--- config.mk ---
export PLATFORM = sky130hd
export DESIGN_NAME = uart_rx_flat
export DESIGN_NICKNAME = d
export VERILOG_FILES = /design/src/rtl/uart_pkg.sv /design/src/rtl/uart_rx_if.sv /design/src/rtl/uart_rx_edge_bit_cnt.sv /design/src/rtl/uart_rx.sv /design/src/flat_wrapper.sv
export SDC_FILE = /design/constraint.sdc
export NUM_CORES = 1
export LEC_CHECK = 0
export CORE_MARGIN = 2
export CORE_UTILIZATION = 51
export CTS_BUF_LIST = sky130_fd_sc_hd__clkbuf_4 sky130_fd_sc_hd__clkbuf_8
export DETAILED_ROUTE_END_ITERATION = 10
export GPL_ROUTABILITY_DRIVEN = 1
export PLACE_DENSITY = 0.75
export SLEW_MARGIN = 40
export SYNTH_ARGS = -nofsm -noshare
export SYNTH_HDL_FRONTEND = slang
export SYNTH_SLANG_ARGS = --single-unit
--- constraint.sdc ---
create_clock -name CLK -period 2.15 [get_ports CLK]
set_input_delay 0.215 -clock CLK [delete_from_list [all_inputs] [get_ports CLK]]
set_output_delay 0.215 -clock CLK [all_outputs]
set_load 0.005 [all_outputs]
--- src/rtl/uart_pkg.sv ---
// Shared definitions for the UART receiver: FSM state encoding, parity types,
// legal oversampling ratios and the 2-of-3 vote helper.
package uart_pkg;

  typedef logic [2:0] state_t;

  localparam state_t StIdle   = 3'd0;
  localparam state_t StStart  = 3'd1;
  localparam state_t StData   = 3'd2;
  localparam state_t StParity = 3'd3;
  localparam state_t StStop   = 3'd4;
  localparam state_t StErrChk = 3'd5;

  localparam logic ParEven = 1'b0;
  localparam logic ParOdd  = 1'b1;

  localparam int unsigned PrescX8  = 8;
  localparam int unsigned PrescX16 = 16;
  localparam int unsigned PrescX32 = 32;

  function automatic logic maj3(input logic a, input logic b, input logic c);
    return (a & b) | (a & c) | (b & c);
  endfunction

endpackage

--- src/rtl/uart_rx_if.sv ---
// Line, configuration and result signals of the UART receiver.
// master drives the line and configuration; slave is the receiver.
interface uart_rx_if #(
  parameter int unsigned width   = 8,
  parameter int unsigned PRESC_W = 6
);
  logic               RX_IN;
  logic               PAR_EN;
  logic               PAR_TYP;
  logic [PRESC_W-1:0] Prescale;
  logic [width-1:0]   P_DATA;
  logic               data_valid;
  logic               par_err;
  logic               stp_err;

  modport master (
    output RX_IN, PAR_EN, PAR_TYP, Prescale,
    input  P_DATA, data_valid, par_err, stp_err
  );

  modport slave (
    input  RX_IN, PAR_EN, PAR_TYP, Prescale,
    output P_DATA, data_valid, par_err, stp_err
  );
endinterface

--- src/rtl/uart_rx_edge_bit_cnt.sv ---
// Oversample counter (0..presc-1, wrapping) and bit counter advanced on each wrap.
module uart_rx_edge_bit_cnt #(
  parameter int unsigned PRESC_W = 6,
  parameter int unsigned BitCntW = 4
) (
  input  logic               clk_i,
  input  logic               rst_i,
  input  logic               en_i,
  input  logic               clr_i,
  input  logic [PRESC_W-1:0] presc_i,
  output logic [PRESC_W-1:0] edge_cnt_o,
  output logic [BitCntW-1:0] bit_cnt_o,
  output logic               wrap_o
);

  logic [PRESC_W-1:0] edge_cnt_q;
  logic [BitCntW-1:0] bit_cnt_q;

  // presc 0 wraps at the natural all-ones rollover, so a wrap always happens.
  assign wrap_o     = en_i && (edge_cnt_q == presc_i - PRESC_W'(1));
  assign edge_cnt_o = edge_cnt_q;
  assign bit_cnt_o  = bit_cnt_q;

  always_ff @(posedge clk_i or posedge rst_i) begin
    if (rst_i) begin
      edge_cnt_q <= '0;
      bit_cnt_q  <= '0;
    end else if (clr_i) begin
      edge_cnt_q <= '0;
      bit_cnt_q  <= '0;
    end else if (en_i) begin
      if (wrap_o) begin
        edge_cnt_q <= '0;
        bit_cnt_q  <= bit_cnt_q + BitCntW'(1);
      end else begin
        edge_cnt_q <= edge_cnt_q + PRESC_W'(1);
      end
    end
  end

endmodule

--- src/rtl/uart_rx.sv ---
// UART receiver: oversampled start/data/parity/stop deserialiser with error pulses.
// Define UART_RX_MAJORITY_VOTE_EN for 2-of-3 sampling around the bit centre.
module uart_rx
  import uart_pkg::*;
#(
  parameter int unsigned width   = 8,
  parameter int unsigned PRESC_W = 6
) (
  input  logic      CLK,
  input  logic      RST,
  uart_rx_if.slave  bus
);

  localparam int unsigned BitCntW = $clog2(width + 4);

  state_t             state_q, state_d;
  logic [PRESC_W-1:0] presc_q;
  logic               par_en_q, par_typ_q, par_mis_q;
  logic [width-1:0]   shift_q, p_data_q;
  logic               data_valid_q, par_err_q, stp_err_q;
  logic [PRESC_W-1:0] edge_cnt, half;
  logic [BitCntW-1:0] bit_cnt;
  logic               wrap, decide, bit_val;

  uart_rx_edge_bit_cnt #(
    .PRESC_W (PRESC_W),
    .BitCntW (BitCntW)
  ) u_cnt (
    .clk_i      (CLK),
    .rst_i      (RST),
    .en_i       (state_q != StIdle),
    .clr_i      (state_q == StIdle),
    .presc_i    (presc_q),
    .edge_cnt_o (edge_cnt),
    .bit_cnt_o  (bit_cnt),
    .wrap_o     (wrap)
  );

  assign half   = presc_q >> 1;
  assign decide = (state_q != StIdle) && (edge_cnt == half + PRESC_W'(1));

`ifdef UART_RX_MAJORITY_VOTE_EN
  logic samp_m1_q, samp_0_q;

  always_ff @(posedge CLK or posedge RST) begin
    if (RST) begin
      samp_m1_q <= 1'b1;
      samp_0_q  <= 1'b1;
    end else begin
      if (edge_cnt == half - PRESC_W'(1)) samp_m1_q <= bus.RX_IN;
      if (edge_cnt == half)               samp_0_q  <= bus.RX_IN;
    end
  end

  assign bit_val = maj3(samp_m1_q, samp_0_q, bus.RX_IN);
`else
  logic samp_q;

  always_ff @(posedge CLK or posedge RST) begin
    if (RST) begin
      samp_q <= 1'b1;
    end else if (edge_cnt == half) begin
      samp_q <= bus.RX_IN;
    end
  end

  assign bit_val = samp_q;
`endif

  always_comb begin
    state_d = state_q;
    case (state_q)
      StIdle:   if (!bus.RX_IN) state_d = StStart;
      StStart: begin
        if (decide && bit_val) state_d = StIdle;
        else if (wrap)         state_d = StData;
      end
      StData:   if (wrap && bit_cnt == BitCntW'(width)) state_d = par_en_q ? StParity : StStop;
      StParity: if (wrap) state_d = StStop;
      // Leave on the decision cycle for half a bit of margin; wrap only hits on bad presc.
      StStop: begin
        if (decide)    state_d = StErrChk;
        else if (wrap) state_d = StIdle;
      end
      StErrChk: state_d = StIdle;
      default:  state_d = StIdle;
    endcase
  end

  always_ff @(posedge CLK or posedge RST) begin
    if (RST) begin
      state_q      <= StIdle;
      presc_q      <= '0;
      par_en_q     <= 1'b0;
      par_typ_q    <= ParEven;
      par_mis_q    <= 1'b0;
      shift_q      <= '0;
      p_data_q     <= '0;
      data_valid_q <= 1'b0;
      par_err_q    <= 1'b0;
      stp_err_q    <= 1'b0;
    end else begin
      state_q      <= state_d;
      data_valid_q <= 1'b0;
      par_err_q    <= 1'b0;
      stp_err_q    <= 1'b0;
      if (state_q == StIdle && !bus.RX_IN) begin
        presc_q   <= bus.Prescale;
        par_en_q  <= bus.PAR_EN;
        par_typ_q <= bus.PAR_TYP;
        par_mis_q <= 1'b0;
      end
      if (state_q == StData && decide) shift_q <= {bit_val, shift_q[width-1:1]};
      if (state_q == StParity && decide) par_mis_q <= bit_val != ((^shift_q) ^ par_typ_q);
      // Flags register on the stop decision so they show during the ErrChk cycle.
      if (state_q == StStop && decide) begin
        stp_err_q    <= !bit_val;
        par_err_q    <= bit_val && par_mis_q;
        data_valid_q <= bit_val && !par_mis_q;
        if (bit_val && !par_mis_q) p_data_q <= shift_q;
      end
    end
  end

  assign bus.P_DATA     = p_data_q;
  assign bus.data_valid = data_valid_q;
  assign bus.par_err    = par_err_q;
  assign bus.stp_err    = stp_err_q;

endmodule

--- src/flat_wrapper.sv ---
// flat-port wrapper written by rule: the top's interface ports become plain ports
module uart_rx_flat import uart_pkg::*;
#(
  parameter int unsigned width   = 8,
  parameter int unsigned PRESC_W = 6
)
  (CLK, RST, bus_RX_IN, bus_PAR_EN, bus_PAR_TYP, bus_Prescale, bus_P_DATA, bus_data_valid, bus_par_err, bus_stp_err);
  uart_rx_if #(.width(width), .PRESC_W(PRESC_W)) bus_i ();
  input  logic CLK;
  input  logic RST;
  input wire logic [$bits(bus_i.RX_IN)-1:0] bus_RX_IN;
  input wire logic [$bits(bus_i.PAR_EN)-1:0] bus_PAR_EN;
  input wire logic [$bits(bus_i.PAR_TYP)-1:0] bus_PAR_TYP;
  input wire logic [$bits(bus_i.Prescale)-1:0] bus_Prescale;
  output wire logic [$bits(bus_i.P_DATA)-1:0] bus_P_DATA;
  output wire logic [$bits(bus_i.data_valid)-1:0] bus_data_valid;
  output wire logic [$bits(bus_i.par_err)-1:0] bus_par_err;
  output wire logic [$bits(bus_i.stp_err)-1:0] bus_stp_err;
  assign bus_i.RX_IN = bus_RX_IN;
  assign bus_i.PAR_EN = bus_PAR_EN;
  assign bus_i.PAR_TYP = bus_PAR_TYP;
  assign bus_i.Prescale = bus_Prescale;
  assign bus_P_DATA = bus_i.P_DATA;
  assign bus_data_valid = bus_i.data_valid;
  assign bus_par_err = bus_i.par_err;
  assign bus_stp_err = bus_i.stp_err;
  uart_rx #(.width(width), .PRESC_W(PRESC_W)) u_core (.CLK(CLK), .RST(RST), .bus(bus_i));
endmodule
---- Word level (Yosys, flattened, before mapping) ----
Cells that the tools add are included.
word-level totals
  flip-flop bits (word level) ............. 42
  output and inout bits ................... 11
  input port bits ......................... 11
  logic and storage cells ................. 74
operators by class
  mux-type cells .......................... 20
  bitwise logic cells ..................... 1
  eq/ne operators ......................... 14
  reduce and logical (&&, ||, !) cells .... 22
  $add $sub $neg .......................... 4
operators by type and width
  operator                                                number
  two-way mux 3 bit                                       8
  two-way mux 6 bit                                       3
  one-hot mux 3 bit (5 select lines)                      1
  equality test 6 bit                                     2
  two-way mux 4 bit                                       3
  logical AND 1 bit                                       10
  parity 8 bit                                            1
  adder 5 x 1 -> 6 bit (second input constant)            1
  adder 6 x 1 -> 6 bit (second input constant)            1
  equality test 3 x 2 -> 1 bit (second input constant)    2
  equality test 6 x 5 -> 1 bit                            1
  inequality test 3 x 1 -> 1 bit (second input constant)  2
  nonzero test 2 bit                                      3
  subtractor 6 x 1 -> 6 bit (second input constant)       1
  two-way mux 1 bit                                       5
  AND reduction 5 bit                                     1
  adder 4 x 1 -> 4 bit (second input constant)            1
  equality test 4 bit (second input constant)             1
  inequality test 2 x 1 -> 1 bit (second input constant)  2
  AND reduction 2 bit                                     2
  equality test 3 x 1 -> 1 bit (second input constant)    1
  equality test 3 bit (second input constant)             1
  logical NOT 1 bit                                       3
  logical NOT 3 bit                                       1
  other kinds (4)                                         4

---- Logic depth before layout (Yosys ltp) ----
Gate-level depths: netlist of run 1.
  depth in word-level cells ............... 6
  gate-level depth with buffers ........... 10
  mapped depth without buffers ............ 8

---- Modules after synthesis ----
A second synthesis of run 1 with hierarchy kept.
second synthesis, totals
  cells, all modules ...................... 217
  area total of the unflattened synthesis .. 2429.8 µm²
modules (own cells, without submodules)
  module                area each (µm²)  seq. area each (µm²)  cells an instance  times used
  uart_rx               1732.9           802.0                 144                1
  uart_rx_edge_bit_cnt  696.9            250.2                 73                 1

---- Worst setup path before layout of run 1 ----
Ideal clock, no wire load.
  kind .................................... reg-to-reg
  start point ............................. register u_core.presc_q[2]
  end point ............................... register u_core.p_data_q[0], in the netlist u_core.bus.P_DATA[0]
  period minus slack after synthesis ...... 2274 ps
  arrival time ............................ 2149 ps
  library setup time ...................... 125 ps
  data required time ...................... 2025 ps
  buffers on the path ..................... 3
  slack ................................... -124 ps
  cell stages (with the launch flop) ...... 11
  path through ............................ dfrtp_1 -> clkbuf_1 -> inv_1 -> ha_1 -> xor2_1 -> nor3_1 -> o2111a_1 -> buf_6 -> and4b_1 -> buf_6 -> mux2_4
on the way
  word-level cells in the longest chain between the ends .. 5
ends and longest elaborated chain
  what                           RTL line        source
  from (decl)                    uart_rx.sv:17   logic [PRESC_W-1:0] presc_q;
  from (signal assigned)         uart_rx.sv:108  presc_q <= bus.Prescale;
  adder 5 x 1 -> 6 bit           uart_rx.sv:40   assign decide = (state_q != StIdle) && (edge_cnt == half + PRESC_W'(1));
  equality test 6 bit            uart_rx.sv:40
  logical AND 1 bit              uart_rx.sv:40
  logical AND 1 bit              uart_rx.sv:116  if (state_q == StStop && decide) begin
  AND reduction 2 bit (no line)  -
  to (signal assigned)           uart_rx.sv:120  if (bit_val && !par_mis_q) p_data_q <= shift_q;
  to (decl)                      uart_rx.sv:19   logic [width-1:0] shift_q, p_data_q;
Every way passes these cells.
A chain may end at the register's enable or synchronous reset.

---- Worst setup path in the final report of run 1 ----
  start point ............................. register u_core.u_cnt.edge_cnt_q[2], in the netlist u_core.u_cnt.edge_cnt_o[2]
  end point ............................... register u_core.p_data_q[2], in the netlist u_core.bus.P_DATA[2]
on the way
  word-level cells in the longest chain between the ends .. 4
ends and longest elaborated chain
  what                           RTL line                    source
  from (decl)                    uart_rx_edge_bit_cnt.sv:16  logic [PRESC_W-1:0] edge_cnt_q;
  from (signal assigned)         uart_rx_edge_bit_cnt.sv:36  edge_cnt_q <= edge_cnt_q + PRESC_W'(1);
  equality test 6 bit            uart_rx.sv:40
  logical AND 1 bit              uart_rx.sv:40
  logical AND 1 bit              uart_rx.sv:116
  AND reduction 2 bit (no line)  -
Every way passes these cells.

==> reports/qor.tcl, run 1 <==
set qor(status) {complete, no violations}
set qor(p_total_w) 0.003266
set qor(netlist_area_um2) 2278
set qor(routed_wirelength_um) 4257
set qor(port-buffer-count) 21
set qor(clk_transition_reported_paths_ns) 0.08
set qor(vdd_ir_drop_max_mv) 0.6848
set qor(post_route_cells_drive_above_1_share) 0.2731
set qor(postSynthCellCount) 202
set qor(via_per_inst) 5.341
set qor(antenna_cells_inserted) 0
set qor(worst_setup_path_start_kind) {register}
set qor(yosys_register_bits) 42
set qor(design.portCount) 22
set qor(yosys_warnings) 0
set qor(most_frequent_cell_after_synthesis) {dfrtp_1}
set qor(via_count_of_the_first_global_routing_pass) 1577
set qor(global_route.overflow_total) 0
set qor(max_cap_viol_count) 0
set qor(numCtsBuffers) 5
set qor(drcViolationCount) 0
set qor(cp-end-kind) {register}
set qor(cts_max_level) 2
set qor(maximum_number_of_pins_on_one_net_before_global_route_repair) 43
set qor(min-delay-path-class) {in2async}
set qor(initial_utilization) 0.5269
set qor(antenna_found_initial) 0
set qor(hold_violations) 0
set qor(number_of_setup_violations_in_the_final_report) 0
set qor(synth.top_cells.by_area) {dfrtp_1, xnor2_1, mux2_2}
set qor(ant_nets) 0
set qor(vertical_die_dimension_um) 70.84
set qor(timing.setup.critical_path_class) {reg2reg}
set qor(post_synth_num_cell_types) 41
set qor(leakage_nw) 1.231
set qor(drt_first_iter_violations) 100
set qor(tritoncts) {done}
set qor(finalNetCount) 254
set qor(worstPathRequired_ns) 2.34
set qor(gp_congestion) 0.9091
set qor(clock-root-buffer) {clkbuf_8}
set qor(wire_length_of_the_first_global_routing_pass_um) 7307
set qor(critical_path_peak_fanout) 9
set qor(synthTopCellsByCount) {dfrtp_1, xnor2_1, nor2_1, mux2_2}
set qor(dp_hpwl_um) 3032
set qor(clock_sink_count) 42
set qor(count_of_standard_cell_rows) 24
set qor(hold-worst-slack_ns) 0.3438
set qor(synth.largest_area_cell) {dfrtp_1}
set qor(wl_per_cell_um) 14.68
set qor(dieArea_um2) 5018
set qor(timing.clock.skew_ns) 0.006393
set qor(area_delta_synth_final_pct) 22.35
set qor(synthFlopType) {dfrtp_1}
set qor(area_of_the_multi_input_gates_um2) 1161
set qor(drt_pre_antenna_iters) 4
set qor(design.core.area_um2) 4324
set qor(fin_crit_ns) 2.066
set qor(max-clock-path-buffers) 2
set qor(synth_sequential_area_ratio) 0.4618
set qor(p_per_area_nw_per_um2) 1172
set qor(ff_latch_area_um2) 1052
set qor(synth.net_count) 219
set qor(synthDominantCellAreaShare) 0.4503
set qor(slew-limit-headroom) 0.6508
set qor(worst_ep_arrival_time_ns) 2.25
set qor(grtUsageTotal) 0.1859
set qor(final.fill_count) 339
set qor(asyncSetResetFlopFracSynth) 1.000
set qor(worstSkewPairLatency_ns) 0.30
set qor(rsz0062_at_grt) {true}
set qor(number_of_flops_mapped_to_enable_cells_by_yosys) 0
set qor(fmax_mhz) 483.9
set qor(synth.avg_cell_area_um2) 11.28
set qor(worst-slew-pin-transition_ns) 0.5238
set qor(final_max_slew_viol_count) 0
set qor(fin_crit_sh) 0.9611
set qor(die_w_um) 70.84
set qor(vias) 1549
## cell families after synthesis
kind of cell / count (synthesis) / share of synthesized area
flops: 42 / 0.4618
compound gates: 18 / 0.05656
mux: 23 / 0.1263
buf+inv: 21 / 0.05161
fa+ha+maj: 6 / 0.03295
xor+xnor: 34 / 0.1307
simple gates: 58 / 0.1400
## stage by stage
stage                     worst slack (ns)  setup TNS [ns]  instances  cell area (um^2)  utilization
after floorplan                  -0.004811        -0.03849        202              2301            -
after global placement             0.04168               0        281              2633       0.6088
after detailed placement           0.01504               0        281              2633       0.6088
after CTS                         0.004519               0        290              2754       0.6369
after global routing              -0.03680         -0.2293        290              2788       0.6447
final                              0.08366               0        290              2788       0.6447
## worst max-delay path: stages, from the launching register on
cell and delay [ns]:
dfrtp_1 0.42, or3b_1 0.37, a311oi_2 0.24, o2111a_1 0.22, and4b_2 0.26, buf_12 0.15, mux2_4 0.30
## path summary, 6_finish.rpt
path | from | slack, ns | end | depth (start not counted)
worst max-delay path | u_core.u_cnt.edge_cnt_o[2] | 0.08 | u_core.bus.P_DATA[2] | 6
worst min-delay path | RST | 0.34 | u_core.par_mis_q | 3
worst max register to register | u_core.u_cnt.edge_cnt_o[2] | 0.08 | u_core.bus.P_DATA[2] | 6
worst min register to register | u_core.bus.P_DATA[3] | 0.52 | u_core.bus.P_DATA[3] | 1
max in group asynchronous | RST | 1.44 | u_core.u_cnt.edge_cnt_o[4] | 3
min in group CLK | bus_Prescale[1] | 0.47 | u_core.presc_q[1] | 3
## power breakdown
group          internal (W)  leakage [nW]  total [W]  switching [W]
Sequential         0.000958         0.559    0.00114       0.000183
Clock              0.000359        0.0548   0.000631       0.000272
Combinational      0.000754         0.617    0.00149       0.000740
Total               0.00207          1.23    0.00327        0.00120
## metal layers
layer  wire length, um  track usage  vias to the layer above
met3               109      0.03846                        6
li1                  -            -                      756
met1              2002       0.2554                      765
met5                 0            0                        -
met4                84      0.07547                        0
met2              2061       0.2897                       22
## timing repair
item	CTS	global route
hold buffers	0	0
setup buffers	1	0
pin swaps	0	2
setup endpoints to repair	2	25
resized for setup	0	8
## state kept, by name (all words and copies together) (netlist names)
signal,count
u_core.par_en_q,1
u_core.par_typ_q,1
u_core.bus.stp_err,1
u_core.bus.par_err,1
u_core.state_q,3
u_core.bit_val,1
u_core.bus.data_valid,1
u_core.bus.P_DATA,8
u_core.par_mis_q,1
u_core.shift_q,8
u_core.u_cnt.edge_cnt_o,6
u_core.u_cnt.bit_cnt_o,4
u_core.presc_q,6
## final cells by class
class                           instances  share of cell area
Clock inverter                          2             0.01347
Inverter                               10             0.01347
Clock buffer                            6             0.02738
Multi-Input combinational cell        139              0.4165
Timing Repair Buffer                   39              0.1284
Tap cell                               52             0.02334
Sequential cell                        42              0.3775
## placed cells by master, fill, tap and decap left out, types with 4 or more instances in the layout
cell type / netlist / layout
mux2_4: 8 / 8
nand3_1: 8 / 8
clkdlybuf4s50_1: 0 / 21
nand2_1: 9 / 9
dfrtp_1: 41 / 41
ha_1: 6 / 5
nor2_1: 16 / 16
xnor2_1: 24 / 24
xor2_1: 10 / 10
mux2_2: 14 / 14
o21ai_0: 4 / 4
buf_4: 0 / 17
clkbuf_8: 0 / 5
nor3_1: 6 / 6
inv_1: 10 / 8
(Power assumes the default switching activity.)
==> run 2: changes to the inputs <==
Settings changed: SLEW_MARGIN 40 to 20.
==> results of run 2 <==
The final DEF is identical to that of run 1; final timing and power are the same.
==> run 3: changes to the inputs <==
Settings changed: PLACE_DENSITY 0.75 to 0.72, SETUP_SLACK_MARGIN from default to 0.05.
Clock period 2.15 ns to 2 ns, I/O delays scaled along.
==> reports/qor.tcl, run 3 (same netlist as run 1, synthesis figures left out) <==
set qor(drt_pre_antenna_iters) 4 ;# unchanged
set qor(count_of_standard_cell_rows) 24 ;# unchanged
set qor(worst-slew-pin-transition_ns) 0.5174 ;# -0.006383 ns
set qor(timing.critical_path.cells) {or3b_1 > a311oi_2 > o2111a_1 > and4b_2 > buf_12 > mux2_4}
set qor(grt.busiest_layer) {met2}
set qor(max_cap_viol_count) 0 ;# unchanged
set qor(max-clock-path-buffers) 2 ;# unchanged
set qor(slew-limit-headroom) 0.6551 ;# +0.004256
set qor(clock_sink_count) 42 ;# unchanged
set qor(vias) 1599 ;# +3.2%
set qor(critical_path_peak_fanout) 9 ;# unchanged
set qor(post_route_cells_drive_above_1_share) 0.3922 ;# +0.1190
set qor(grt_use_met2) 0.3281 ;# +0.03842
set qor(grtUsageTotal) 0.2023 ;# +0.01647
set qor(critical-path-top-delay-family) {simple AND/OR/NAND/NOR gates}
set qor(initial_utilization) 0.5269 ;# unchanged
set qor(tritoncts) {done}
set qor(global_route.overflow_total) 0 ;# unchanged
set qor(p_per_area_nw_per_um2) 1311 ;# +12%
set qor(cts_max_level) 2 ;# unchanged
set qor(design.core.area_um2) 4324 ;# unchanged
set qor(worst_ep_arrival_time_ns) 2.32 ;# +0.07 ns
set qor(combinationalPowerShare) 0.557 ;# +0.099
set qor(antenna_cells_inserted) 0 ;# unchanged
set qor(timing.setup.critical_path_class) {reg2reg}
set qor(antenna_found_initial) 0 ;# unchanged
set qor(via_count_of_the_first_global_routing_pass) 1582 ;# +0.32%
set qor(dp_hpwl_um) 3207 ;# +5.8%
set qor(final_common_cell) {dfrtp_1}
set qor(fmax_mhz) 468.6 ;# -3.2%
set qor(placedCellCount) 296 ;# +5.3%
set qor(pint_w) 0.002476 ;# +20%
set qor(dp_slack_ns) -0.1341 ;# -0.1492 ns
set qor(ant_nets) 0 ;# unchanged
set qor(wl_per_cell_um) 15.10 ;# +2.9%
set qor(final_cell_count_no_fill) 307 ;# +5.9%
set qor(worst_slack_ns) -0.1341 ;# -0.2177 ns
set qor(dieArea_um2) 5018 ;# unchanged
set qor(final.fill_count) 325 ;# -4.1%
set qor(numCtsBuffers) 5 ;# unchanged
set qor(power.sequential.fraction) 0.300 ;# -0.049
set qor(postLayoutCellArea_um2) 3054 ;# +9.6%
set qor(cp-end-kind) {register}
set qor(worstPathRequired_ns) 2.18 ;# -0.16 ns
set qor(leakage_nw) 1.366 ;# +11%
set qor(worst_setup_path_start_kind) {register}
set qor(number_of_setup_violations_in_the_final_report) 17 ;# +17
set qor(cpMaxStageDelayCell) {dfrtp_1}
set qor(clockPowerShare) 0.143 ;# -0.050
set qor(fin_crit_ns) 2.134 ;# +0.06773 ns
set qor(crit_path_max_incr_delay_ns) 0.41 ;# about the same
set qor(worstSkewPairLatency_ns) 0.30 ;# about the same
set qor(design.portCount) 22 ;# unchanged
set qor(maximum_number_of_pins_on_one_net_before_global_route_repair) 43 ;# unchanged
set qor(vdd_ir_drop_max_mv) 0.9298 ;# +36%
set qor(gp_congestion) 0.8470 ;# -6.8%
set qor(port-buffer-count) 21 ;# unchanged
set qor(final_max_slew_viol_count) 0 ;# unchanged
set qor(groute.layer.met3.usage) 0.05413 ;# +0.01567
set qor(fin_crit_sh) 1.067 ;# +0.1059
set qor(min-delay-path-class) {in2async}
set qor(status) {finished, violations left}
set qor(finalNetCount) 271 ;# +6.7%
set qor(gr-usage-met1) 0.2611 ;# +0.005752
set qor(die_w_um) 70.84 ;# unchanged
set qor(placedInstanceArea_um2) 2758 ;# +4.8%
set qor(timing.clock.skew_ns) 0.004434 ;# -0.001959 ns
set qor(clock-root-buffer) {clkbuf_8}
set qor(switching_share) 0.3818 ;# +0.01581
set qor(critical_path_buf_inv_count) 1 ;# unchanged
set qor(mostFrequentLayoutCells) {dfrtp_1, buf_4, xnor2_1}
set qor(drt_first_iter_violations) 78 ;# -22%
set qor(clk_transition_reported_paths_ns) 0.08 ;# about the same
set qor(wire_length_of_the_first_global_routing_pass_um) 7790 ;# +6.6%
set qor(via_per_inst) 5.208 ;# -2.5%
set qor(drcViolationCount) 0 ;# unchanged
set qor(fin_tns_setup_ns) -1.230 ;# -1.230 ns
set qor(vertical_die_dimension_um) 70.84 ;# unchanged
set qor(failing_checks) {setup timing}
set qor(netSwitchingPower_w) 0.001529 ;# +28%
set qor(area_delta_synth_final_pct) 34.05
set qor(routed_wirelength_um) 4637 ;# +8.9%
set qor(post_route_utilization) 0.7063 ;# +0.06163
set qor(hold_violations) 0 ;# unchanged
set qor(rsz0062_at_grt) {true}
-- run 3: worst min-delay path, cell delays in order --
cell             delay [ns]
clkdlybuf4s50_1        0.39
inv_1                  0.05
buf_4                  0.44
-- run 3: final cells by class --
class                   instances  area, um^2  area share
repair buffers                 56       520.5      0.1704
clock buffers                   7       90.09     0.02950
flip-flops and latches         42        1054      0.3449
multi-input cells             139        1282      0.4199
well taps                      52       65.06     0.02130
inverters                      10       37.54     0.01229
clock inverters                 1       5.005    0.001639
-- run 3: repair_timing --
item / CTS / global route
hold buffers: 0 / 0
setup endpoints to repair: 26 / 31
gates resized for setup: 15 / 26
setup buffers: 3 / 1
pin swaps: 8 / 12
-- run 3: power by group through the flow --
stage | clock network [W] | registers (W) | logic (W)
after floorplan | 0 | 0.00117 | 0.00121
after global placement | 0 | 0.00120 | 0.00177
after global routing | 0.000626 | 0.00123 | 0.00242
after CTS | 0.000591 | 0.00120 | 0.00197
final | 0.000572 | 0.00120 | 0.00223
after detailed placement | 0 | 0.00121 | 0.00180
-- run 3: path summary, 6_finish.rpt --
check / startpoint / endpoint / slack [ns] / depth (start not counted)
min in group CLK: bus_Prescale[1] / u_core.presc_q[1] / 0.46 / 3
max in group asynchronous: RST / u_core.presc_q[3] / 1.30 / 3
worst max register to register: u_core.presc_q[4] / u_core.bus.P_DATA[1] / -0.13 / 6
worst min register to register: u_core.bus.P_DATA[7] / u_core.bus.P_DATA[7] / 0.51 / 1
worst max-delay path: u_core.presc_q[4] / u_core.bus.P_DATA[1] / -0.13 / 6
worst min-delay path: RST / u_core.u_cnt.edge_cnt_o[2] / 0.33 / 3
-- run 3: layer usage --
layer	part of all wire	vias to the layer above
li1	-	791
met1	0.46	769
met2	0.49	30
met3	0.032	9
met4	0.020	0
met5	0	-
-- run 3: metrics by stage --
stage	hold WS, ns	total power (W)
2_1_floorplan	0.3168	0.002375
3_3_place_gp	0.4977	0.002968
3_5_place_dp	0.4932	0.003008
4_1_cts	0.3520	0.003752
5_1_grt	0.3916	0.004274
6_report	0.3294	0.004005
